### src/rtl/vend_arbiter.sv
// rtl/vend_arbiter.sv - round-robin scheduler sharing one vending core between stations
module vend_arbiter #(
  parameter int N_REQ   = 4,
  parameter int TIMEOUT = 15
) (
  input  logic               clk,
  input  logic               rst,
  input  logic [N_REQ-1:0]   req,
  input  logic [N_REQ-1:0]   coin_valid,
  input  logic [3*N_REQ-1:0] coin,
  output logic [N_REQ-1:0]   grant,
  output logic [N_REQ-1:0]   done,
  output logic [N_REQ-1:0]   abort,
  output logic [2:0]         ret_change,
  output logic [2:0]         core_in,
  output logic               core_clr,
  input  logic               core_out,
  input  logic [2:0]         core_change
);

  localparam int IW = (N_REQ > 1) ? $clog2(N_REQ) : 1;
  localparam logic [N_REQ-1:0] ONE = {{(N_REQ-1){1'b0}}, 1'b1};

  typedef enum logic [1:0] {IDLE, SERVE, FINISH} state_t;

  state_t        state;
  logic [IW-1:0] ptr;
  logic [IW-1:0] cur;
  logic [7:0]    cnt;
  logic          vend;
  logic [2:0]    chg;

  logic          pick_valid;
  logic [IW-1:0] pick_idx;
  logic          cur_req;
  logic          cur_valid;
  logic [2:0]    cur_coin;
  logic [IW-1:0] ptr_next;

  // Round-robin pick: stations at or above ptr win over wrapped ones, lowest index first
  always_comb begin
    pick_valid = 1'b0;
    pick_idx   = '0;
    for (int k = N_REQ - 1; k >= 0; k--) begin
      if (req[k] && (IW'(k) < ptr)) begin
        pick_valid = 1'b1;
        pick_idx   = IW'(k);
      end
    end
    for (int k = N_REQ - 1; k >= 0; k--) begin
      if (req[k] && (IW'(k) >= ptr)) begin
        pick_valid = 1'b1;
        pick_idx   = IW'(k);
      end
    end
  end

  // Select the granted station's request and coin lanes
  always_comb begin
    cur_req   = 1'b0;
    cur_valid = 1'b0;
    cur_coin  = 3'd0;
    for (int k = 0; k < N_REQ; k++) begin
      if (cur == IW'(k)) begin
        cur_req   = req[k];
        cur_valid = coin_valid[k];
        cur_coin  = coin[3*k +: 3];
      end
    end
  end

  assign ptr_next = (cur == IW'(N_REQ - 1)) ? '0 : cur + IW'(1);

  // Session FSM with registered outputs; done/abort/core_clr are single-cycle pulses
  always_ff @(posedge clk or negedge rst) begin
    if (!rst) begin
      state      <= IDLE;
      ptr        <= '0;
      cur        <= '0;
      cnt        <= 8'd0;
      vend       <= 1'b0;
      chg        <= 3'd0;
      grant      <= '0;
      done       <= '0;
      abort      <= '0;
      ret_change <= 3'd0;
      core_in    <= 3'd0;
      core_clr   <= 1'b0;
    end else begin
      done       <= '0;
      abort      <= '0;
      core_clr   <= 1'b0;
      ret_change <= 3'd0;
      core_in    <= 3'd0;
      case (state)
        IDLE: begin
          if (pick_valid) begin
            cur   <= pick_idx;
            grant <= ONE << pick_idx;
            cnt   <= 8'd0;
            vend  <= 1'b0;
            state <= SERVE;
          end
        end
        SERVE: begin
          if (core_out) begin
            // a coin arriving with the vend is dropped on purpose
            chg   <= core_change;
            vend  <= 1'b1;
            state <= FINISH;
          end else if (!cur_req) begin
            vend  <= 1'b0;
            state <= FINISH;
          end else if (cnt == 8'(TIMEOUT)) begin
            vend  <= 1'b0;
            state <= FINISH;
          end else if (cur_valid && (cur_coin != 3'd0)) begin
            core_in <= cur_coin;
            cnt     <= 8'd0;
          end else if (cnt != 8'hFF) begin
            cnt <= cnt + 8'd1;
          end
        end
        FINISH: begin
          grant <= '0;
          if (vend) begin
            done       <= ONE << cur;
            ret_change <= chg;
          end else begin
            abort    <= ONE << cur;
            core_clr <= 1'b1;
          end
          ptr   <= ptr_next;
          state <= IDLE;
        end
        default: state <= IDLE;
      endcase
    end
  end

endmodule
### config.mk
export PLATFORM = sky130hd
export DESIGN_NAME = vend_arbiter
export DESIGN_NICKNAME = d
export VERILOG_FILES = /design/src/rtl/vend_arbiter.sv
export SDC_FILE = /design/constraint.sdc
export NUM_CORES = 1
export LEC_CHECK = 0
export ABC_CLOCK_PERIOD_IN_PS = 3360
export CORE_ASPECT_RATIO = 1.25
export CORE_UTILIZATION = 40
export DETAILED_ROUTE_END_ITERATION = 10
export HOLD_SLACK_MARGIN = 0.03
export PLACE_DENSITY = 0.66
export SYNTH_ARGS = -nofsm -noshare
export SYNTH_HDL_FRONTEND = slang
export SYNTH_SLANG_ARGS = --single-unit
### constraint.sdc
create_clock -name clk -period 3.36 [get_ports clk]
set_input_delay 1.008 -clock clk [delete_from_list [all_inputs] [get_ports clk]]
set_output_delay 1.008 -clock clk [all_outputs]
set_load 0.05 [all_outputs]
==> insert_results.sql, run 1 <==
INSERT INTO impl_metrics (metric_group, metric, value, unit) VALUES
('outcome', 'run_status', 'completed', ''),
('layout', 'ratio_of_cells_with_drive_above_1_in_the_final_layout', '0.121', ''),
('routing', 'final_antenna_net_count', '0', ''),
('routing', 'route.detailed.drc', '0', ''),
('worst_hold_path', 'min_delay_path_depth', '1', ''),
('routing', 'detail_route.iter0.violations', '65', ''),
('floorplan', 'die_w', '65.6', 'um'),
('worst_setup_path', 'crit_path_end_kind', 'flop', ''),
('worst_setup_path', 'required', '3560', 'ps'),
('sta', 'fin_crit', '2600', 'ps'),
('layout', 'layout_commonest_cell', 'clkdlybuf4s50_1', ''),
('synthesis', 'yosys_top_cell_area_share', '0.458', ''),
('global_routing', 'grt.overflow.total', '0', ''),
('pwr', 'swShare', '0.427', ''),
('sta', 'rsz0062_at_grt', 'false', ''),
('sta', 'worst_slew_margin_rel', '0.370', ''),
('pwr', 'p_clk_frac', '0.202', ''),
('worst_setup_path', 'worst-r2r-cell-count', '6', ''),
('routing', 'wl_met1', '1.96', 'mm'),
('routing', 'vias', '1637', ''),
('synthesis', 'synth_enable_flop_cells', '0', ''),
('placement', 'io_buffers', '44', ''),
('synthesis', 'count_of_distinct_cell_types_in_the_synthesized_netlist', '51', ''),
('synthesis', 'seq_area_frac_synth', '0.458', ''),
('synthesis', 'syn-cell-area', '2020', 'sq um'),
('pwr', 'total_power_consumption_of_the_routed_design', '0.00199', 'W'),
('placement', 'post-place-cells', '291', ''),
('layout', 'layout_common_cells', 'clkdlybuf4s50_1 (43), dfrtp_1 (37), nand2_1 (18)', ''),
('routing', 'top_layer_used', 'met4', ''),
('global_routing', 'grt_util_all_layers', '0.193', ''),
('cts', 'cts_buffer_depth', '2', ''),
('sta', 'fin_tns_setup', '0', 'ps'),
('placement', 'placed_area', '2490', 'sq um'),
('worst_setup_path', 'worst-endpoint-arrival', '2800', 'ps'),
('cts', 'clk-insertion-delay-late', '290', 'ps'),
('layout', 'nFillCells', '443', ''),
('pwr', 'intPower', '0.00114', 'W'),
('routing', 'firstDrtPassIters', '4', ''),
('global_routing', 'grt_start_max_net_pins', '38', ''),
('global_routing', 'grt_antenna_before_repair', '0', ''),
('floorplan', 'floorplan.core_area', '4800', 'sq um'),
('worst_hold_path', 'min_path_type', 'reg -> reg', ''),
('global_routing', 'first_pass_grt_wire_length', '7.61', 'mm'),
('worst_setup_path', 'worst-setup-path-type', 'in -> reg', ''),
('pwr', 'leakagePower', '1.11', 'nW'),
('floorplan', 'number_of_rows_created_at_floorplan', '28', ''),
('synthesis', 'ys_warn_count', '0', ''),
('floorplan', 'floorplan_die_area', '5350', 'sq um'),
('synthesis', 'post_synth.cell_area_avg', '10.4', 'sq um'),
('routing', 'detailroute.wirelength.met3', '165', 'um'),
('pwr', 'peak_supply_drop', '0.446', 'mV'),
('floorplan', 'io_pins', '45', ''),
('sta', 'slew_viol_final', '0', ''),
('synthesis', 'gate_count_after_technology_mapping', '194', ''),
('worst_setup_path', 'crit_path_start_kind', 'input pin', ''),
('floorplan', 'start_util', '0.422', ''),
('sta', 'hold_viol', '0', ''),
('pwr', 'p_seq_frac', '0.310', ''),
('cts', 'cts.hold.buffers_added', '0', ''),
('synthesis', 'synth.top_cells.by_area', 'dfrtp_1 (46%), nand2_1 (3.3%), and3_1 (3.1%), ha_1 (3.1%), o21ai_0 (3.0%)', ''),
('layout', 'final_area', '2610', 'sq um'),
('floorplan', 'die_height', '81.5', 'um'),
('global_routing', 'first_global_vias', '1620', ''),
('cts', 'path_clk_slew', '80', 'ps'),
('placement', 'global_placer_s_final_weighted_congestion', '0.810', ''),
('routing', 'detailroute.wirelength.met2', '2.19', 'mm'),
('cts', 'htree_num_levels', '2', ''),
('sta', 'final.setup_skew', '8.40', 'ps'),
('routing', 'finalWirelength', '4.48', 'mm'),
('synthesis', 'synth-seq-cells', '37', ''),
('pwr', 'p_per_area', '764', 'nW/um^2');
## layer usage
layer,global-route usage,vias to the layer above
met2,0.315,40
met3,0.0403,11
li1,-,798
met4,0.115,0
met5,0,-
met1,0.234,788
## flip-flops by register name, summed over array words and instances, names as in the netlist
signal      cells
ptr             2
cur             2
grant           4
ret_change      3
chg             3
done            4
core_clr        1
abort           4
state           2
vend            1
cnt             8
core_in         3
## power groups by stage
| stage | Clock (W) | Sequential (W) | Combinational [W] |
|---|---|---|---|
| 2_1_floorplan | 0 | 0.000723 | 0.000643 |
| 3_3_place_gp | 0 | 0.000622 | 0.000965 |
| 3_5_place_dp | 0 | 0.000626 | 0.000974 |
| 4_1_cts | 0.000412 | 0.000617 | 0.000978 |
| 5_1_grt | 0.000432 | 0.000633 | 0.00107 |
| 6_report | 0.000401 | 0.000617 | 0.000973 |
## worst max-delay path, delay by kind of cell
kind | cells | cell delay, ps
buf+inv | 1 | 530
simple gates | 2 | 770
compound gates | 2 | 490
## per-stage QoR
| stage | hold WS (ps) | util | worst slack [ps] |
|---|---|---|---|
| 5_1_grt | 515 | 0.543 | 684 |
| 4_1_cts | 504 | 0.543 | 762 |
| 6_report | 499 | 0.543 | 757 |
| 3_5_place_dp | 487 | 0.518 | 460 |
| 3_3_place_gp | 479 | 0.518 | 497 |
| 2_1_floorplan | 416 | - | 1170 |
## synth_stat cells (2+ instances only)
cell,count
dfrtp_1,37
nand2_1,18
o21ai_0,12
and3_1,10
nor2_1,9
inv_1,8
and2_1,6
nand2b_1,6
nand3_1,6
nor2b_1,6
o221ai_1,6
a21oi_1,5
ha_1,5
a211oi_1,4
clkbuf_1,3
mux2_2,3
nand3b_1,3
nor3_1,3
o211ai_2,3
a2111oi_4,2
a21o_1,2
a31oi_1,2
a32o_1,2
buf_6,2
nand4b_1,2
o211ai_1,2
o21a_1,2
o21ai_1,2
## layout make-up
class | instances | area share
clock inverters | 2 | 0.0144
repair buffers | 44 | 0.167
inverters | 9 | 0.0139
well taps | 60 | 0.0288
flip-flops and latches | 37 | 0.355
clock buffers | 6 | 0.0317
multi-input cells | 141 | 0.389
## worst paths after layout
check | from | to | slack (ps)
worst min register to register | chg[1] | chg[1] | 500
max in group asynchronous | rst | abort[1] | 2050
worst max-delay path | req[0] | cnt[6] | 760
min in group asynchronous | rst | grant[0] | 800
worst min-delay path | chg[1] | chg[1] | 500
worst max register to register | cur[1] | cnt[6] | 1010
## cells by family after synthesis
kind of cell,after synthesis,share of synthesized area
simple gates,81,0.231
compound gates,51,0.218
flops,37,0.458
buf+inv,16,0.0408
fa+ha+maj,5,0.0309
mux,4,0.0216
No activity file was read; power rests on OpenSTA's default activity.
==> run 2, diff against run 1 <==
--- a/config.mk
+++ b/config.mk
@@ -5,7 +5,7 @@
 export SDC_FILE = /design/constraint.sdc
 export NUM_CORES = 1
 export LEC_CHECK = 0
-export ABC_CLOCK_PERIOD_IN_PS = 3360
+export ABC_CLOCK_PERIOD_IN_PS = 2400
 export CORE_ASPECT_RATIO = 1.25
 export CORE_UTILIZATION = 40
 export DETAILED_ROUTE_END_ITERATION = 10
==> constraint.sdc (replaced) <==
create_clock -name clk -period 2.4 [get_ports clk]
set_input_delay 0.72 -clock clk [delete_from_list [all_inputs] [get_ports clk]]
set_output_delay 0.72 -clock clk [all_outputs]
set_load 0.05 [all_outputs]
==> insert_results.sql, run 2 (synthesized netlist as in run 1, its figures left out) <==
INSERT INTO impl_metrics (metric_group, metric, value, unit) VALUES
('routing', 'drt-vias-per-instance', '5.37', ''),
('sta', 'hold_viol', '0', ''),
('global_routing', 'grt_util_all_layers', '0.193', ''),
('cts', 'clk-insertion-delay-late', '280', 'ps'),
('layout', 'syn2layout_area_growth', '35.1', '%'),
('worst_setup_path', 'r2r_setup_slack', '230', 'ps'),
('routing', 'finalWirelength', '4.47', 'mm'),
('layout', 'ratio_of_cells_with_drive_above_1_in_the_final_layout', '0.189', ''),
('worst_setup_path', 'worst-r2r-cell-count', '9', ''),
('sta', 'setup_violations', '0', ''),
('worst_setup_path', 'crit_path_end_kind', 'flop', ''),
('placement', 'placed_area', '2650', 'sq um'),
('floorplan', 'floorplan_die_area', '5350', 'sq um'),
('pwr', 'peak_supply_drop', '0.632', 'mV'),
('layout', 'fin_util', '0.570', ''),
('layout', 'nFillCells', '444', ''),
('layout', 'regMostFlops', 'cnt', ''),
('cts', 'htree_num_levels', '2', ''),
('floorplan', 'number_of_rows_created_at_floorplan', '28', ''),
('layout', 'finish.net_count', '290', ''),
('sta', 'worst_pin_slew', '532', 'ps'),
('placement', 'global_placer_s_final_weighted_congestion', '0.787', ''),
('worst_setup_path', 'required', '2600', 'ps'),
('worst_setup_path', 'r2r-start', 'cur[1]', ''),
('global_routing', 'grt_antenna_before_repair', '0', ''),
('sta', 'fin_ws', '166', 'ps'),
('routing', 'routedWlPerCell', '14.0', 'um'),
('layout', 'layout_common_cells', 'clkdlybuf4s50_1 (43), dfrtp_1 (37), buf_4 (21)', ''),
('layout', 'layout_commonest_cell', 'clkdlybuf4s50_1', ''),
('outcome', 'run_status', 'completed', ''),
('layout', 'diodes', '0', ''),
('cts', 'cts_buffer_depth', '2', ''),
('floorplan', 'floorplan.core_area', '4800', 'sq um'),
('sta', 'layout_worst_path_cycle_share', '0.931', ''),
('worst_setup_path', 'worst-endpoint-arrival', '2430', 'ps'),
('worst_setup_path', 'worst_path_largest_cell_delay', '430', 'ps'),
('worst_setup_path', 'worst-setup-path-type', 'in -> reg', ''),
('global_routing', 'first_global_vias', '1704', ''),
('global_routing', 'grt.overflow.total', '0', ''),
('worst_setup_path', 'worst-path-max-fanout', '6', ''),
('worst_setup_path', 'crit_path_start_kind', 'input pin', ''),
('global_routing', 'first_pass_grt_wire_length', '7.81', 'mm'),
('pwr', 'leakagePower', '1.20', 'nW'),
('sta', 'rsz0062_at_grt', 'false', ''),
('cts', 'path_clk_slew', '70', 'ps'),
('worst_setup_path', 'critical_path_buffers_and_inverters', '3', ''),
('floorplan', 'die_height', '81.5', 'um'),
('sta', 'slew_viol_final', '0', ''),
('sta', 'final.setup_skew', '7.66', 'ps'),
('routing', 'vias', '1713', ''),
('routing', 'detail_route.iter0.violations', '60', ''),
('sta', 'holdWs', '458', 'ps'),
('placement', 'place.detailed.hpwl', '3.48', 'mm'),
('routing', 'final_antenna_net_count', '0', ''),
('sta', 'max_freq', '448', 'MHz'),
('cts', 'cts_tree', 'built', ''),
('pwr', 'p_per_area', '1050', 'nW/um^2'),
('cts', 'cts.hold.buffers_added', '0', ''),
('cts', 'clock-root-buffer', 'clkbuf_8', ''),
('placement', 'place_worst_setup_slack', '-144', 'ps'),
('cts', 'postCtsSetupRepairBufs', '0', ''),
('floorplan', 'io_pins', '45', ''),
('worst_setup_path', 'crit_path_top_delay_cell', 'a2111oi_4', ''),
('placement', 'io_buffers', '44', ''),
('sta', 'worst_slew_margin_rel', '0.644', ''),
('layout', 'final_area', '2730', 'sq um'),
('flow_run', 'maxCapViolations', '0', ''),
('global_routing', 'grt_start_max_net_pins', '38', ''),
('floorplan', 'die_w', '65.6', 'um'),
('cts', 'cts_repair_resize_count', '0', ''),
('sta', 'fin_crit', '2230', 'ps'),
('worst_setup_path', 'worstPathCellList', 'clkdlybuf4s50_1 > a211oi_1 > a211oi_1 > buf_4 > a2111oi_4 > nor2_2 > buf_4 > o221ai_1', ''),
('worst_hold_path', 'min_path_type', 'in -> async', ''),
('cts', 'cts_sinks', '37', ''),
('cts', 'cts-buffers-inserted', '5', ''),
('worst_setup_path', 'crit-reg2reg-capture', 'cnt[7]', ''),
('pwr', 'total_power_consumption_of_the_routed_design', '0.00286', 'W'),
('layout', 'largest_register_ff_count', '8', ''),
('routing', 'route.detailed.drc', '0', ''),
('routing', 'firstDrtPassIters', '5', ''),
('worst_setup_path', 'worst_path_dominant_cell_family', 'compound AO/OA/AOI/OAI gates', ''),
('floorplan', 'start_util', '0.422', '');
run 2: changes by cell type in the layout (fill, tap and decap cells not counted):
| cell | delta |
|---|---|
| bufinv_16 | -1 |
| buf_4 | +21 |
| clkbuf_1 | +1 |
| ha_2 | +1 |
| clkinvlp_4 | -1 |
| ha_1 | -1 |
run 2: area by class of cell:
cell class | count | area (sq um) | area share
Timing Repair Buffer | 65 | 593 | 0.217
Inverter | 9 | 36.3 | 0.0133
Sequential cell | 37 | 926 | 0.339
Multi-Input combinational cell | 141 | 1020 | 0.372
Clock buffer | 7 | 86.3 | 0.0316
Tap cell | 60 | 75.1 | 0.0275
run 2: worst max-delay path by stage:
stage               startpoint  endpoint  cells past startpoint
floorplan               cur[0]    cnt[4]                      8
global placement       coin[3]    cnt[5]                      8
detailed placement     coin[3]    cnt[7]                      8
CTS                     cur[0]    cnt[7]                      9
global route            cur[1]    cnt[7]                      9
finish                 coin[3]    cnt[7]                      8
run 2: where the power goes:
part | total (W) | switching (W) | internal (W)
Clock | 0.000431 | 0.000203 | 0.000228
Combinational | 0.00157 | 0.000893 | 0.000676
Sequential | 0.000864 | 0.000105 | 0.000760
Total | 0.00286 | 0.00120 | 0.00166
run 2: metrics by stage:
step,cells,TNS (ps)
6_report,319,0
5_1_grt,319,0
3_3_place_gp,312,-781
2_1_floorplan,194,0
4_1_cts,319,0
3_5_place_dp,312,-1100
run 2: layer usage:
layer	vias to the layer above	GRT usage	routed length, um
li1	839	-	-
met1	814	0.228	1880
met2	50	0.339	2290
met3	10	0.0375	180
met4	0	0.0848	119
met5	-	0	0
==> run 3, diff against run 2 <==
--- a/config.mk
+++ b/config.mk
@@ -5,12 +5,13 @@
 export SDC_FILE = /design/constraint.sdc
 export NUM_CORES = 1
 export LEC_CHECK = 0
-export ABC_CLOCK_PERIOD_IN_PS = 2400
+export ABC_CLOCK_PERIOD_IN_PS = 2290
 export CORE_ASPECT_RATIO = 1.25
 export CORE_UTILIZATION = 40
 export DETAILED_ROUTE_END_ITERATION = 10
 export HOLD_SLACK_MARGIN = 0.03
 export PLACE_DENSITY = 0.66
+export SETUP_SLACK_MARGIN = 0.05
 export SYNTH_ARGS = -nofsm -noshare
 export SYNTH_HDL_FRONTEND = slang
 export SYNTH_SLANG_ARGS = --single-unit
==> constraint.sdc (replaced) <==
create_clock -name clk -period 2.29 [get_ports clk]
set_input_delay 0.687 -clock clk [delete_from_list [all_inputs] [get_ports clk]]
set_output_delay 0.687 -clock clk [all_outputs]
set_load 0.05 [all_outputs]
==> insert_results.sql, run 3 (synthesized netlist as in run 1, its figures left out) <==
INSERT INTO impl_metrics (metric_group, metric, value, unit) VALUES
('outcome', 'run_status', 'completed', ''),
('layout', 'syn2layout_area_growth', '40.0', '%'),
('worst_setup_path', 'crit_path_top_delay_cell', 'dfrtp_2', ''),
('worst_setup_path', 'worstPathCellList', 'inv_1 > ha_2 > nand3b_1 > a211oi_2 > buf_4 > a2111oi_4 > buf_4 > buf_4 > o211ai_1 > o211ai_2', ''),
('pwr', 'p_clk_frac', '0.138', ''),
('global_routing', 'first_pass_grt_wire_length', '7.96', 'mm'),
('worst_setup_path', 'worst_path_dominant_cell_family', 'buffers and inverters', ''),
('global_routing', 'grt.overflow.total', '0', ''),
('worst_setup_path', 'crit_path_start_kind', 'flop', ''),
('sta', 'layout_worst_path_cycle_share', '0.946', ''),
('routing', 'detail_route.iter0.violations', '39', ''),
('global_routing', 'grt_antenna_before_repair', '0', ''),
('cts', 'cts-buffers-inserted', '5', ''),
('layout', 'fin_util', '0.590', ''),
('cts', 'cts.hold.buffers_added', '0', ''),
('sta', 'rsz0062_at_grt', 'true', ''),
('sta', 'worst_slew_margin_rel', '0.649', ''),
('pwr', 'p_comb_frac', '0.570', ''),
('floorplan', 'start_util', '0.422', ''),
('routing', 'final_antenna_net_count', '0', ''),
('worst_setup_path', 'worst_path_largest_cell_delay', '440', 'ps'),
('floorplan', 'floorplan_die_area', '5350', 'sq um'),
('pwr', 'p_seq_frac', '0.292', ''),
('pwr', 'leakagePower', '1.23', 'nW'),
('global_routing', 'grt_util_all_layers', '0.195', ''),
('placement', 'io_buffers', '44', ''),
('layout', 'finish.net_count', '292', ''),
('cts', 'cts_sinks', '37', ''),
('routing', 'routedWlPerCell', '14.4', 'um'),
('cts', 'cts_tree', 'built', ''),
('layout', 'ratio_of_cells_with_drive_above_1_in_the_final_layout', '0.240', ''),
('flow_run', 'maxCapViolations', '0', ''),
('worst_setup_path', 'worst-setup-path-type', 'reg -> reg', ''),
('layout', 'diodes', '0', ''),
('worst_setup_path', 'critical_path_buffers_and_inverters', '4', ''),
('sta', 'max_freq', '462', 'MHz'),
('sta', 'slew_viol_final', '0', ''),
('worst_hold_path', 'min_path_type', 'in -> async', ''),
('cts', 'clk-insertion-delay-late', '290', 'ps'),
('worst_setup_path', 'path_common_cell', 'buf_4', ''),
('cts', 'cts_buffer_depth', '2', ''),
('routing', 'firstDrtPassIters', '4', ''),
('layout', 'layout_common_cells', 'clkdlybuf4s50_1 (42), dfrtp_1 (35), buf_4 (21)', ''),
('placement', 'place.detailed.hpwl', '3.43', 'mm'),
('sta', 'fin_crit', '2170', 'ps'),
('layout', 'multiInputGateArea', '1080', 'sq um'),
('pwr', 'peak_supply_drop', '0.816', 'mV'),
('sta', 'setup_violations', '0', ''),
('pwr', 'intPower', '0.00182', 'W'),
('routing', 'route.detailed.drc', '0', ''),
('worst_setup_path', 'required', '2460', 'ps'),
('routing', 'vias', '1705', ''),
('pwr', 'swShare', '0.424', ''),
('global_routing', 'first_global_vias', '1666', ''),
('layout', 'largest_register_ff_count', '8', ''),
('layout', 'seqCellArea', '928', 'sq um'),
('layout', 'regMostFlops', 'cnt', ''),
('cts', 'clock-root-buffer', 'clkbuf_8', ''),
('sta', 'final.setup_skew', '6.74', 'ps'),
('floorplan', 'floorplan.core_area', '4800', 'sq um'),
('pwr', 'total_power_consumption_of_the_routed_design', '0.00316', 'W'),
('worst_setup_path', 'crit_path_end_kind', 'flop', ''),
('pwr', 'p_switching', '0.00134', 'W'),
('floorplan', 'number_of_rows_created_at_floorplan', '28', ''),
('routing', 'drt-vias-per-instance', '5.30', ''),
('floorplan', 'io_pins', '45', ''),
('layout', 'nFillCells', '406', ''),
('worst_setup_path', 'worst-endpoint-arrival', '2330', 'ps'),
('global_routing', 'grt_start_max_net_pins', '22', ''),
('floorplan', 'die_height', '81.5', 'um'),
('worst_setup_path', 'worst-path-max-fanout', '7', ''),
('sta', 'fin_tns_setup', '0', 'ps'),
('placement', 'global_placer_s_final_weighted_congestion', '0.798', ''),
('layout', 'layout_commonest_cell', 'clkdlybuf4s50_1', ''),
('cts', 'htree_num_levels', '2', ''),
('cts', 'path_clk_slew', '70', 'ps'),
('pwr', 'p_per_area', '1120', 'nW/um^2'),
('sta', 'hold_viol', '0', ''),
('floorplan', 'die_w', '65.6', 'um'),
('routing', 'finalWirelength', '4.65', 'mm'),
('sta', 'worst_pin_slew', '525', 'ps');
[run 3: timing repair]
item	CTS	global route
setup buffers	1	2
endpoints found under the setup margin	5	11
endpoints found under the hold margin	0	0
pin swaps	1	3
gates resized for setup	2	15
[run 3: layout make-up]
cell class,count,area share
Sequential cell,37,0.328
Tap cell,60,0.0265
Clock inverter,2,0.00354
Timing Repair Buffer,67,0.221
Clock buffer,6,0.0256
Inverter,9,0.0128
Multi-Input combinational cell,141,0.382
[run 3: worst paths after layout]
kind / startpoint / endpoint / slack, ps / depth (start not counted)
min reg2reg: chg[0] / chg[0] / 510 / 1
min: rst / ptr[1] / 350 / 1
max reg2reg: cur[1] / cnt[1] / 120 / 10
min in group clk: chg[0] / chg[0] / 510 / 1
max in group asynchronous: rst / grant[0] / 1480 / 2
max: cur[1] / cnt[1] / 120 / 10
[run 3: layer usage]
metal  GRT usage  vias up  share of wire
met3      0.0375        8          0.037
met5           0        -              0
met4      0.0652        0          0.016
li1            -      841              -
met1       0.245      813           0.44
met2       0.336       43           0.50
[run 3: power groups by stage]
stage | combinational [W] | sequential [W] | clock (W)
after global routing | 0.00197 | 0.000948 | 0.000481
after CTS | 0.00167 | 0.000909 | 0.000455
final | 0.00180 | 0.000925 | 0.000436
after detailed placement | 0.00164 | 0.000920 | 0
after floorplan | 0.000943 | 0.00106 | 0
after global placement | 0.00162 | 0.000915 | 0
[run 3: through the flow]
stage	hold WS [ps]	worst slack (ps)	instance area [sq um]	instances
finish	355	125	2830	322
detailed placement	493	-257	2650	311
global route	394	17.3	2830	322
CTS	365	56.0	2750	320
floorplan	391	375	2020	194
global placement	479	-189	2650	311
